<file path="config.mk">
export PLATFORM = sky130hd
export DESIGN_NAME = sprite_plotter_flat
export DESIGN_NICKNAME = d
export VERILOG_FILES = /design/src/rtl/sprite_pkg.sv /design/src/rtl/sprite_plotter_if.sv /design/src/rtl/sprite_plotter_wrap_counter.sv /design/src/rtl/sprite_plotter.sv /design/src/flat_wrapper.sv
export SDC_FILE = /design/constraint.sdc
export NUM_CORES = 1
export LEC_CHECK = 0
export BUFFER_PORTS_ARGS = -buffer_cell sky130_fd_sc_hd__buf_2
export CORE_ASPECT_RATIO = 1.25
export CORE_MARGIN = 1.5
export CORE_UTILIZATION = 48
export CTS_BUF_LIST = sky130_fd_sc_hd__clkbuf_2 sky130_fd_sc_hd__clkbuf_4 sky130_fd_sc_hd__clkbuf_8
export DETAILED_ROUTE_END_ITERATION = 16
export MAX_ROUTING_LAYER = met4
export PLACE_DENSITY_LB_ADDON = 0.15
export REMOVE_ABC_BUFFERS = 1
export SLEW_MARGIN = 25
export SYNTH_ARGS = -nofsm -noshare
export SYNTH_HDL_FRONTEND = slang
export SYNTH_HIERARCHICAL = 1
export SYNTH_SLANG_ARGS = --single-unit
</file>
<file path="constraint.sdc">
create_clock -name clk -period 1.8 [get_ports clk]
set_input_delay 0.09 -clock clk [delete_from_list [all_inputs] [get_ports clk]]
set_output_delay 0.09 -clock clk [all_outputs]
set_load 0.005 [all_outputs]
</file>
<file path="src/rtl/sprite_pkg.sv">
// Shared types and defaults for the sprite plotter slice.
package sprite_pkg;

    typedef enum logic [1:0] {
        ST_IDLE,
        ST_DRAW,
        ST_DONE
    } state_e;

    localparam int DEFAULT_SCREEN_W = 320;
    localparam int DEFAULT_SCREEN_H = 240;
    localparam int DEFAULT_COLOR_W  = 3;

    // 4x4 airplane, bit (row*4+col), bit 0 = top-left
    localparam logic [15:0] AIRPLANE_MASK = 16'h62F2;

endpackage

</file>
<file path="src/rtl/sprite_plotter_if.sv">
// Request/pixel bundle between a game control FSM, the plotter and the VGA adapter.
interface sprite_plotter_if #(
    parameter int X_W     = 9,
    parameter int Y_W     = 8,
    parameter int COLOR_W = sprite_pkg::DEFAULT_COLOR_W,
    parameter int SPR_W   = 4,
    parameter int SPR_H   = 4
);
    logic                     start;
    logic                     erase;
    logic [X_W-1:0]           x_in;
    logic [Y_W-1:0]           y_in;
    logic [COLOR_W-1:0]       color_in;
    logic [COLOR_W-1:0]       bg_color_in;
    logic [SPR_W*SPR_H-1:0]   mask_in;
    logic [X_W-1:0]           x_out;
    logic [Y_W-1:0]           y_out;
    logic [COLOR_W-1:0]       color_out;
    logic                     plot;
    logic                     busy;
    logic                     done;

    modport master (
        output start, erase, x_in, y_in, color_in, bg_color_in, mask_in,
        input  x_out, y_out, color_out, plot, busy, done
    );

    modport slave (
        input  start, erase, x_in, y_in, color_in, bg_color_in, mask_in,
        output x_out, y_out, color_out, plot, busy, done
    );
endinterface

</file>
<file path="src/rtl/sprite_plotter_wrap_counter.sv">
// Counter 0..MAX with synchronous clear; wrap flags the enabled MAX->0 step.
module wrap_counter #(
    parameter int MAX = 3,
    parameter int W   = (MAX > 0) ? $clog2(MAX + 1) : 1
) (
    input  logic         clk,
    input  logic         reset_n,
    input  logic         clear,
    input  logic         enable,
    output logic [W-1:0] count,
    output logic         wrap
);
    localparam logic [W-1:0] MAX_V = W'(MAX);

    logic [W-1:0] count_q, count_d;

    always_comb begin
        count_d = count_q;
        wrap    = enable && (count_q == MAX_V);
        if (clear) begin
            count_d = '0;
        end else if (enable) begin
            count_d = wrap ? '0 : count_q + 1'b1;
        end
    end

    always_ff @(posedge clk) begin
        if (!reset_n) count_q <= '0;
        else          count_q <= count_d;
    end

    assign count = count_q;
endmodule

</file>
<file path="src/rtl/sprite_plotter.sv">
// Masked, clipped SPR_W x SPR_H sprite rasteriser: one VGA pixel write per cycle.
module sprite_plotter
    import sprite_pkg::*;
#(
    parameter int X_W      = 9,
    parameter int Y_W      = 8,
    parameter int COLOR_W  = DEFAULT_COLOR_W,
    parameter int SPR_W    = 4,
    parameter int SPR_H    = 4,
    parameter int SCREEN_W = DEFAULT_SCREEN_W,
    parameter int SCREEN_H = DEFAULT_SCREEN_H
) (
    input  logic             clk,
    input  logic             reset_n,
    sprite_plotter_if.slave  bus
);
    localparam int N     = SPR_W * SPR_H;
    localparam int CX_W  = (SPR_W > 1) ? $clog2(SPR_W) : 1;
    localparam int CY_W  = (SPR_H > 1) ? $clog2(SPR_H) : 1;
    localparam int IDX_W = (N > 1) ? $clog2(N) : 1;

    state_e             state_q, state_d;
    logic [X_W-1:0]     x_q, x_d;
    logic [Y_W-1:0]     y_q, y_d;
    logic [COLOR_W-1:0] color_q, color_d;
    logic [N-1:0]       mask_q, mask_d;

    logic               draw_en;
    logic [CX_W-1:0]    cx;
    logic [CY_W-1:0]    cy;
    logic               cx_wrap, cy_wrap;

    logic [X_W:0]       x_sum;
    logic [Y_W:0]       y_sum;
    logic [IDX_W-1:0]   pix_idx;
    logic               on_screen;

    assign draw_en = (state_q == ST_DRAW);

    // cy only advances on cx wrap, so cy's wrap marks the final pixel
    wrap_counter #(.MAX(SPR_W - 1), .W(CX_W)) u_cx (
        .clk(clk), .reset_n(reset_n), .clear(!draw_en), .enable(draw_en),
        .count(cx), .wrap(cx_wrap)
    );

    wrap_counter #(.MAX(SPR_H - 1), .W(CY_W)) u_cy (
        .clk(clk), .reset_n(reset_n), .clear(!draw_en), .enable(cx_wrap),
        .count(cy), .wrap(cy_wrap)
    );

    always_comb begin
        state_d = state_q;
        x_d     = x_q;
        y_d     = y_q;
        color_d = color_q;
        mask_d  = mask_q;
        case (state_q)
            ST_IDLE: begin
                if (bus.start) begin
                    state_d = ST_DRAW;
                    x_d     = bus.x_in;
                    y_d     = bus.y_in;
                    mask_d  = bus.mask_in;
                    color_d = bus.erase ? bus.bg_color_in : bus.color_in;
                end
            end
            ST_DRAW: if (cy_wrap) state_d = ST_DONE;
            ST_DONE: state_d = ST_IDLE;
            default: state_d = ST_IDLE;
        endcase
    end

    always_ff @(posedge clk) begin
        if (!reset_n) begin
            state_q <= ST_IDLE;
            x_q     <= '0;
            y_q     <= '0;
            color_q <= '0;
            mask_q  <= '0;
        end else begin
            state_q <= state_d;
            x_q     <= x_d;
            y_q     <= y_d;
            color_q <= color_d;
            mask_q  <= mask_d;
        end
    end

    // Sums carry one extra bit so wrapped coordinates still clip
    always_comb begin
        x_sum     = {1'b0, x_q} + (X_W + 1)'(cx);
        y_sum     = {1'b0, y_q} + (Y_W + 1)'(cy);
        pix_idx   = IDX_W'(cy) * IDX_W'(SPR_W) + IDX_W'(cx);
        on_screen = (x_sum < (X_W + 1)'(SCREEN_W)) && (y_sum < (Y_W + 1)'(SCREEN_H));

        bus.x_out     = '0;
        bus.y_out     = '0;
        bus.color_out = '0;
        bus.plot      = 1'b0;
        bus.busy      = draw_en;
        bus.done      = (state_q == ST_DONE);
        if (draw_en) begin
            bus.x_out     = x_sum[X_W-1:0];
            bus.y_out     = y_sum[Y_W-1:0];
            bus.color_out = color_q;
            bus.plot      = mask_q[pix_idx] && on_screen;
        end
    end
endmodule

</file>
<file path="src/flat_wrapper.sv">
// flat-port wrapper written by rule: the top's interface ports become plain ports
module sprite_plotter_flat import sprite_pkg::*;
#(
    parameter int X_W      = 9,
    parameter int Y_W      = 8,
    parameter int COLOR_W  = DEFAULT_COLOR_W,
    parameter int SPR_W    = 4,
    parameter int SPR_H    = 4,
    parameter int SCREEN_W = DEFAULT_SCREEN_W,
    parameter int SCREEN_H = DEFAULT_SCREEN_H
)
  (clk, reset_n, bus_start, bus_erase, bus_x_in, bus_y_in, bus_color_in, bus_bg_color_in, bus_mask_in, bus_x_out, bus_y_out, bus_color_out, bus_plot, bus_busy, bus_done);
  sprite_plotter_if #(.X_W(X_W), .Y_W(Y_W), .COLOR_W(COLOR_W), .SPR_W(SPR_W), .SPR_H(SPR_H)) bus_i ();
  input  logic clk;
  input  logic reset_n;
  input wire logic [$bits(bus_i.start)-1:0] bus_start;
  input wire logic [$bits(bus_i.erase)-1:0] bus_erase;
  input wire logic [$bits(bus_i.x_in)-1:0] bus_x_in;
  input wire logic [$bits(bus_i.y_in)-1:0] bus_y_in;
  input wire logic [$bits(bus_i.color_in)-1:0] bus_color_in;
  input wire logic [$bits(bus_i.bg_color_in)-1:0] bus_bg_color_in;
  input wire logic [$bits(bus_i.mask_in)-1:0] bus_mask_in;
  output wire logic [$bits(bus_i.x_out)-1:0] bus_x_out;
  output wire logic [$bits(bus_i.y_out)-1:0] bus_y_out;
  output wire logic [$bits(bus_i.color_out)-1:0] bus_color_out;
  output wire logic [$bits(bus_i.plot)-1:0] bus_plot;
  output wire logic [$bits(bus_i.busy)-1:0] bus_busy;
  output wire logic [$bits(bus_i.done)-1:0] bus_done;
  assign bus_i.start = bus_start;
  assign bus_i.erase = bus_erase;
  assign bus_i.x_in = bus_x_in;
  assign bus_i.y_in = bus_y_in;
  assign bus_i.color_in = bus_color_in;
  assign bus_i.bg_color_in = bus_bg_color_in;
  assign bus_i.mask_in = bus_mask_in;
  assign bus_x_out = bus_i.x_out;
  assign bus_y_out = bus_i.y_out;
  assign bus_color_out = bus_i.color_out;
  assign bus_plot = bus_i.plot;
  assign bus_busy = bus_i.busy;
  assign bus_done = bus_i.done;
  sprite_plotter #(.X_W(X_W), .Y_W(Y_W), .COLOR_W(COLOR_W), .SPR_W(SPR_W), .SPR_H(SPR_H), .SCREEN_W(SCREEN_W), .SCREEN_H(SCREEN_H)) u_core (.clk(clk), .reset_n(reset_n), .bus(bus_i));
endmodule
</file>
==> Word-level counts from Yosys, hierarchy flattened <==
Index checks and enable logic that the tools add are counted.
{ "op_classes": {"addsub": 5, "multipliers": 0, "div_mod_pow": 0, "n_lt_le_gt_ge": 3, "n_eq_ne": 6, "n_shift": 0, "n_mux": 11, "bitwise_logic": 2, "n_reduce_logical": 9} }
{ "op_table": {"columns": ["operator", "n"], "rows": [
  ["$add 9x2->10", 1],
  ["$lt 10x9->1 const B", 1],
  ["$add 8x2->9", 1],
  ["$lt 9x8->1 const B", 1],
  ["$mux 9", 1],
  ["$mux 8", 1],
  ["$eq 2x2->1 const B", 3],
  ["$mux 2", 3],
  ["$mux 3", 2],
  ["$reduce_and 2->1", 3],
  ["$lt 4x5->1 const B", 1],
  ["$add 2x1->2 const B", 2],
  ["$add 4x2->4", 1],
  ["$bmux 1 s4", 1],
  ["$logic_and 1x1->1", 4],
  ["$pmux 2 s2", 1],
  ["$reduce_or 3->1", 1],
  ["$eq 2x1->1 const B", 1],
  ["$logic_not 2->1", 1],
  ["$mux 1", 2],
  ["$ne 2x1->1 const B", 1],
  ["$ne 2x2->1 const B", 1],
  ["$not 1->1", 2]
]} }
{ "totals": {"reg_bits": 42, "latchBits": 0, "mem_bits_rw": 0, "mem_bits_ro": 0, "output_inout_bits": 23, "elab_cells": 43, "memories": 0} }

==> Logic depth before layout (Yosys ltp) <==
{ "depth": {"word_depth": 5, "ltp_mapped": 7, "mapped_depth_nobuf": 6} }

==> Hierarchy <==
The synthesis kept the hierarchy.
{ "modules_own_cells": {"columns": ["mod", "instances", "cells_each", "area_per_inst_um2", "seq_area_each_um2"], "rows": [
  ["sprite_plotter", 1, 257, 2098.3, 760.7],
  ["wrap_counter", 2, 10, 102.6, 40.0]
]} }

==> Worst setup path before layout <==
Ideal clock, no wire load.
{ "synth_path": {"path_kind": "register -> output", "startpoint": "register u_core.u_cx.count_q[0] (netlist: u_core/u_cx/count[0])", "endpoint": "output bus_plot", "arrival_ns": 1.788, "setup_slack_ns": -0.078, "stages_incl_launch_ff": 7, "cell_sequence": "dfxtp_1 -> ha_1 -> fa_1 -> nand3_1 -> or3_1 -> o311ai_1 -> nor4_2"} }
{ "synth_between": {"elab_chain_len": 5, "elab_cells_between_ends": 8, "classes_between": "add/sub: 2; order compare: 1; mux: 3; reduce/logical: 2"} }
{ "synth_lines": {"columns": ["item", "line", "rtl"], "rows": [
  ["start, declared", "sprite_plotter_wrap_counter.sv:15", "logic [W-1:0] count_q, count_d;"],
  ["start signal, assigned", "sprite_plotter_wrap_counter.sv:29", "else count_q <= count_d;"],
  ["$add 9x2->10 or $add 4x2->4 (tied branches)", "sprite_plotter.sv:91, sprite_plotter.sv:93", null],
  ["$lt 10x9->1 or $bmux 1 s4 (tied branches)", "sprite_plotter.sv:94, sprite_plotter.sv:106", null],
  ["$logic_and 1x1->1 or $mux 1 (tied branches)", "sprite_plotter.sv:94, sprite_plotter.sv:106", null],
  ["$logic_and 1x1->1 (*)", "sprite_plotter.sv:106", "bus.plot = mask_q[pix_idx] && on_screen;"],
  ["$mux 1 (*)", "sprite_plotter.sv:102", "if (draw_en) begin"],
  ["end, declared", "flat_wrapper.sv:26", "output wire logic [$bits(bus_i.plot)-1:0] bus_plot;"]
]} }
Mark *: on every way between the ends. The rest lies on a longest branch, timed or not. The select of a mux whose other input is x is not followed.

==> Worst setup path in the final report <==
{ "layout_path": {"startpoint": "register u_core.y_q[0]", "endpoint": "output bus_plot"} }
{ "layout_between": {"elab_chain_len": 5} }
{ "layout_lines": {"columns": ["item", "line", "rtl"], "rows": [
  ["start, declared", "sprite_plotter.sv:24", "logic [Y_W-1:0] y_q, y_d;"],
  ["start signal, assigned", "sprite_plotter.sv:83", "y_q <= y_d;"],
  ["$add 8x2->9", "sprite_plotter.sv:92", "y_sum = {1'b0, y_q} + (Y_W + 1)'(cy);"],
  ["$lt 9x8->1", "sprite_plotter.sv:94", "on_screen = (x_sum < (X_W + 1)'(SCREEN_W)) && (y_sum < (Y_W + 1)'(SCREEN_H));"],
  ["$logic_and 1x1->1", "sprite_plotter.sv:94", null],
  ["$logic_and 1x1->1", "sprite_plotter.sv:106", null],
  ["$mux 1", "sprite_plotter.sv:102", null]
]} }
Every way passes these cells.

==> impl_metrics.json <==
{
  "status": "finished with violations",
  "violations": "negative setup slack",
  "power_leakage_uw": 0.00134,
  "cts_tree": "done",
  "hold_slack_ns": 0.0429,
  "cp_num_buf_inv": 1,
  "layout.nets": 404,
  "cp_slowest_cell": "fa_2",
  "drc_errors": 0,
  "r2r_cells": 5,
  "slew_viol_final": 0,
  "maxCapViolations": 0,
  "routed_wl_um": 5300,
  "min_period_over_period_pct": 118,
  "intPower_uw": 1570,
  "n_antenna_cell": 0,
  "first_pass_iters": 4,
  "antenna_found_initial": 0,
  "switching_share_pct": 24.1,
  "fin_total_pwr_uw": 2070,
  "hold_path_class": "primary input to flop",
  "grt_pass1_vias": 1966,
  "setup_ws_ns": -0.321,
  "endpoint_kind": "primary output",
  "seq_area_frac_synth_pct": 36.5,
  "netlist-cell-type-count": 38,
  "slowest_delay_ns": 0.38,
  "syn_area_mm2": 0.00230,
  "ys.flop_type": "dfxtp_1",
  "port_buffers": 65,
  "wl_per_cell_um": 12.8,
  "required_ns": 1.71,
  "setup_viol": 7,
  "gr-total-overflow": 0,
  "final_antenna_net_count": 0,
  "power.density_mw_per_mm2": 667,
  "crit_chain": "ha_4 -> fa_2 -> nor4bb_2 -> nand3_1 -> a31oi_4 -> nor4_2 -> buf_2",
  "cp-start-kind": "flop",
  "area_delta_synth_final_pct": 35.0,
  "synth_warnings": 6,
  "num_vias": 2142,
  "worstMarginPinSlew_ns": 0.615,
  "fp.dieH_um": 80.5,
  "clk_latency_ns": 0.29,
  "clock_sinks": 42,
  "drive_gt1_share_pct": 35.6,
  "coreArea_mm2": 0.00466,
  "vias_per_cell": 5.17,
  "power_frac_clock_pct": 36.2,
  "io_pins": 66,
  "critPathKind": "flop to primary output",
  "fmax_mhz": 471,
  "hold_path_depth": 3,
  "rsz0062_at_grt": "true",
  "worst_clock_skew_ns": 0.00176,
  "slew-limit-headroom_pct": 59.0,
  "syn_inst": 277,
  "async_reset_ff_share_pct": 0,
  "fin_setup_tns_ns": -1.10,
  "dpl_cell_area_mm2": 0.00276,
  "initial_core_util_pct": 49.4,
  "pwr-share-seq_pct": 49.8,
  "grt_use_total_pct": 21.2,
  "utilization_pct": 66.8,
  "hold_viol": 0,
  "drt_iter0_markers": 160,
  "min_period_ns": 2.12,
  "crit_cells": 7,
  "worst-path-max-fanout": 3,
  "synth-seq-cells": 42,
  "rows": 28,
  "final_area_mm2": 0.00311,
  "synth-edff-count": 0,
  "h-tree-depth": 2,
  "syn_avg_cell_area_um2": 8.32,
  "netSwitchingPower_uw": 500,
  "dpl.hpwl_um": 3530,
  "numCtsBuffers": 5,
  "die_area_mm2": 0.00523,
  "dieWidth_um": 65.0,
  "p_comb_share_pct": 14.0,
  "grt_pass1_wl_um": 8460,
  "grt_max_degree": 41,
  "root_buffer": "clkbuf_8",
  "cts_hold_buf": 0,
  "place_congestion": 0.890,
  "clock_path_buffers": 2,
  "critPathTopFamily": "adder cells",
  "ir_drop_mv": 0.466,
  "path_clk_slew_ns": 0.07,
  "arrival_ns": 2.03
}
==> path summary, 6_finish.rpt <==
check | startpoint | endpoint | slack, ns
max | u_core/y_q[0]$_SDFFE_PN0P_ | bus_plot | -0.32
min | bus_mask_in[7] | u_core/mask_q[7]$_SDFFE_PN0P_ | 0.04
max reg2reg | u_core/state_q[1]$_SDFFE_PN0P_ | u_core/u_cy/count[0]$_SDFFE_PP0P_ | 0.27
min reg2reg | u_core/mask_q[9]$_SDFFE_PN0P_ | u_core/mask_q[9]$_SDFFE_PN0P_ | 0.46
==> worst register-to-register path, delay by kind of cell, from the launching register on <==
family	cells	cell delay (ns)
compound gates	1	0.12
buf+inv	1	0.20
flops	1	0.33
simple gates	3	0.82
==> cells in the mapped netlist, types with 2 or more instances <==
| cell | number | area [µm²] |
|---|---|---|
| nor2b_1 | 2 | 12.5 |
| and3_1 | 2 | 12.5 |
| nand2b_1 | 5 | 31.3 |
| a21oi_1 | 2 | 10.0 |
| a21oi_2 | 2 | 17.5 |
| nand2_1 | 78 | 293 |
| xor2_1 | 7 | 61.3 |
| nor3_1 | 2 | 10.0 |
| or3_1 | 3 | 18.8 |
| o211a_1 | 3 | 30.0 |
| clkbuf_1 | 18 | 67.6 |
| nor2_1 | 18 | 67.6 |
| or3b_1 | 2 | 17.5 |
| dfxtp_1 | 42 | 841 |
| mux4_1 | 4 | 105 |
| o21ai_0 | 2 | 10.0 |
| and2_1 | 10 | 62.6 |
| xnor2_1 | 5 | 43.8 |
| fa_1 | 2 | 40.0 |
| a21boi_0 | 33 | 248 |
| ha_1 | 6 | 75.1 |
| nand3_1 | 7 | 35.0 |
| mux2i_1 | 7 | 70.1 |
==> cell families (layout without fill, tap and decap cells) <==
| group | count (synthesis) | in the layout | synth area share (%) |
|---|---|---|---|
| AOI/OAI and AO/OA | 50 | 50 | 16.5 |
| xor gates and xnor gates | 12 | 12 | 4.56 |
| adders and majority gates | 8 | 8 | 5.00 |
| buffers and inverters | 19 | 96 | 3.10 |
| DFF | 42 | 42 | 36.5 |
| muxes | 12 | 12 | 8.09 |
| and+or+nand+nor | 134 | 134 | 26.3 |
==> stage by stage <==
| stage | instances | setup WS, ns |
|---|---|---|
| after floorplan | 259 | -0.0781 |
| final | 414 | -0.321 |
| after global placement | 401 | -0.0103 |
| after global routing | 414 | -0.427 |
| after detailed placement | 401 | -0.0876 |
| after CTS | 412 | -0.306 |
==> cell usage in the layout, fill, tap and decap left out, types with 2 or more instances in the layout <==
master / count
a21boi_0: 33
a21oi_2: 3
and2_1: 10
and3_1: 2
buf_2: 65
buf_4: 16
buf_6: 6
clkbuf_4: 2
clkbuf_8: 5
dfxtp_1: 36
dfxtp_2: 5
fa_2: 2
ha_1: 2
ha_4: 4
mux2i_1: 7
mux4_1: 4
nand2_1: 78
nand2b_1: 5
nand3_1: 5
nor2_1: 17
o211a_1: 3
o21ai_0: 2
or3_4: 2
or3b_1: 2
xnor2_1: 4
xor2_1: 7
==> sequential cells by signal, summed over array words and instances, names as in the netlist <==
name and count:
u_core/u_cx/count 2, u_core/x_q 9, u_core/state_q 2, u_core/u_cy/count 2, u_core/color_q 3, u_core/mask_q 16, u_core/y_q 8
==> power by group through the flow <==
stage                     combinational [µW]  clock (µW)  sequential [µW]
after CTS                                286         775             1030
after global placement                   276           0             1050
after detailed placement                 282           0             1050
after global routing                     328         812             1040
after floorplan                          152           0             1040
final                                    290         750             1030
==> repair_timing <==
| item | CTS | global route |
|---|---|---|
| endpoints found under the setup margin | 10 | 11 |
| setup buffers | 3 | 3 |
| resized for setup | 19 | 22 |
| pin swaps | 13 | 14 |
==> cell type report <==
type	instances	area, µm²
clock buffer	7	83.8
clock inverter	1	30.0
fill	405	1550
inverter	1	3.75
multi-input combinational	216	1550
sequential	42	851
tap	60	75.1
timing repair buffer	87	513
==> routing by layer <==
layer / vias to the layer above / global-route usage (%) / wire length (µm)
li1: 1091 / - / -
met5: - / - / 0
met2: 52 / 38.1 / 2830
met3: 10 / 4.06 / 200
met4: 0 / 7.23 / 77
met1: 989 / 23.3 / 2190
Note: power is estimated with default switching activity, not from simulation.
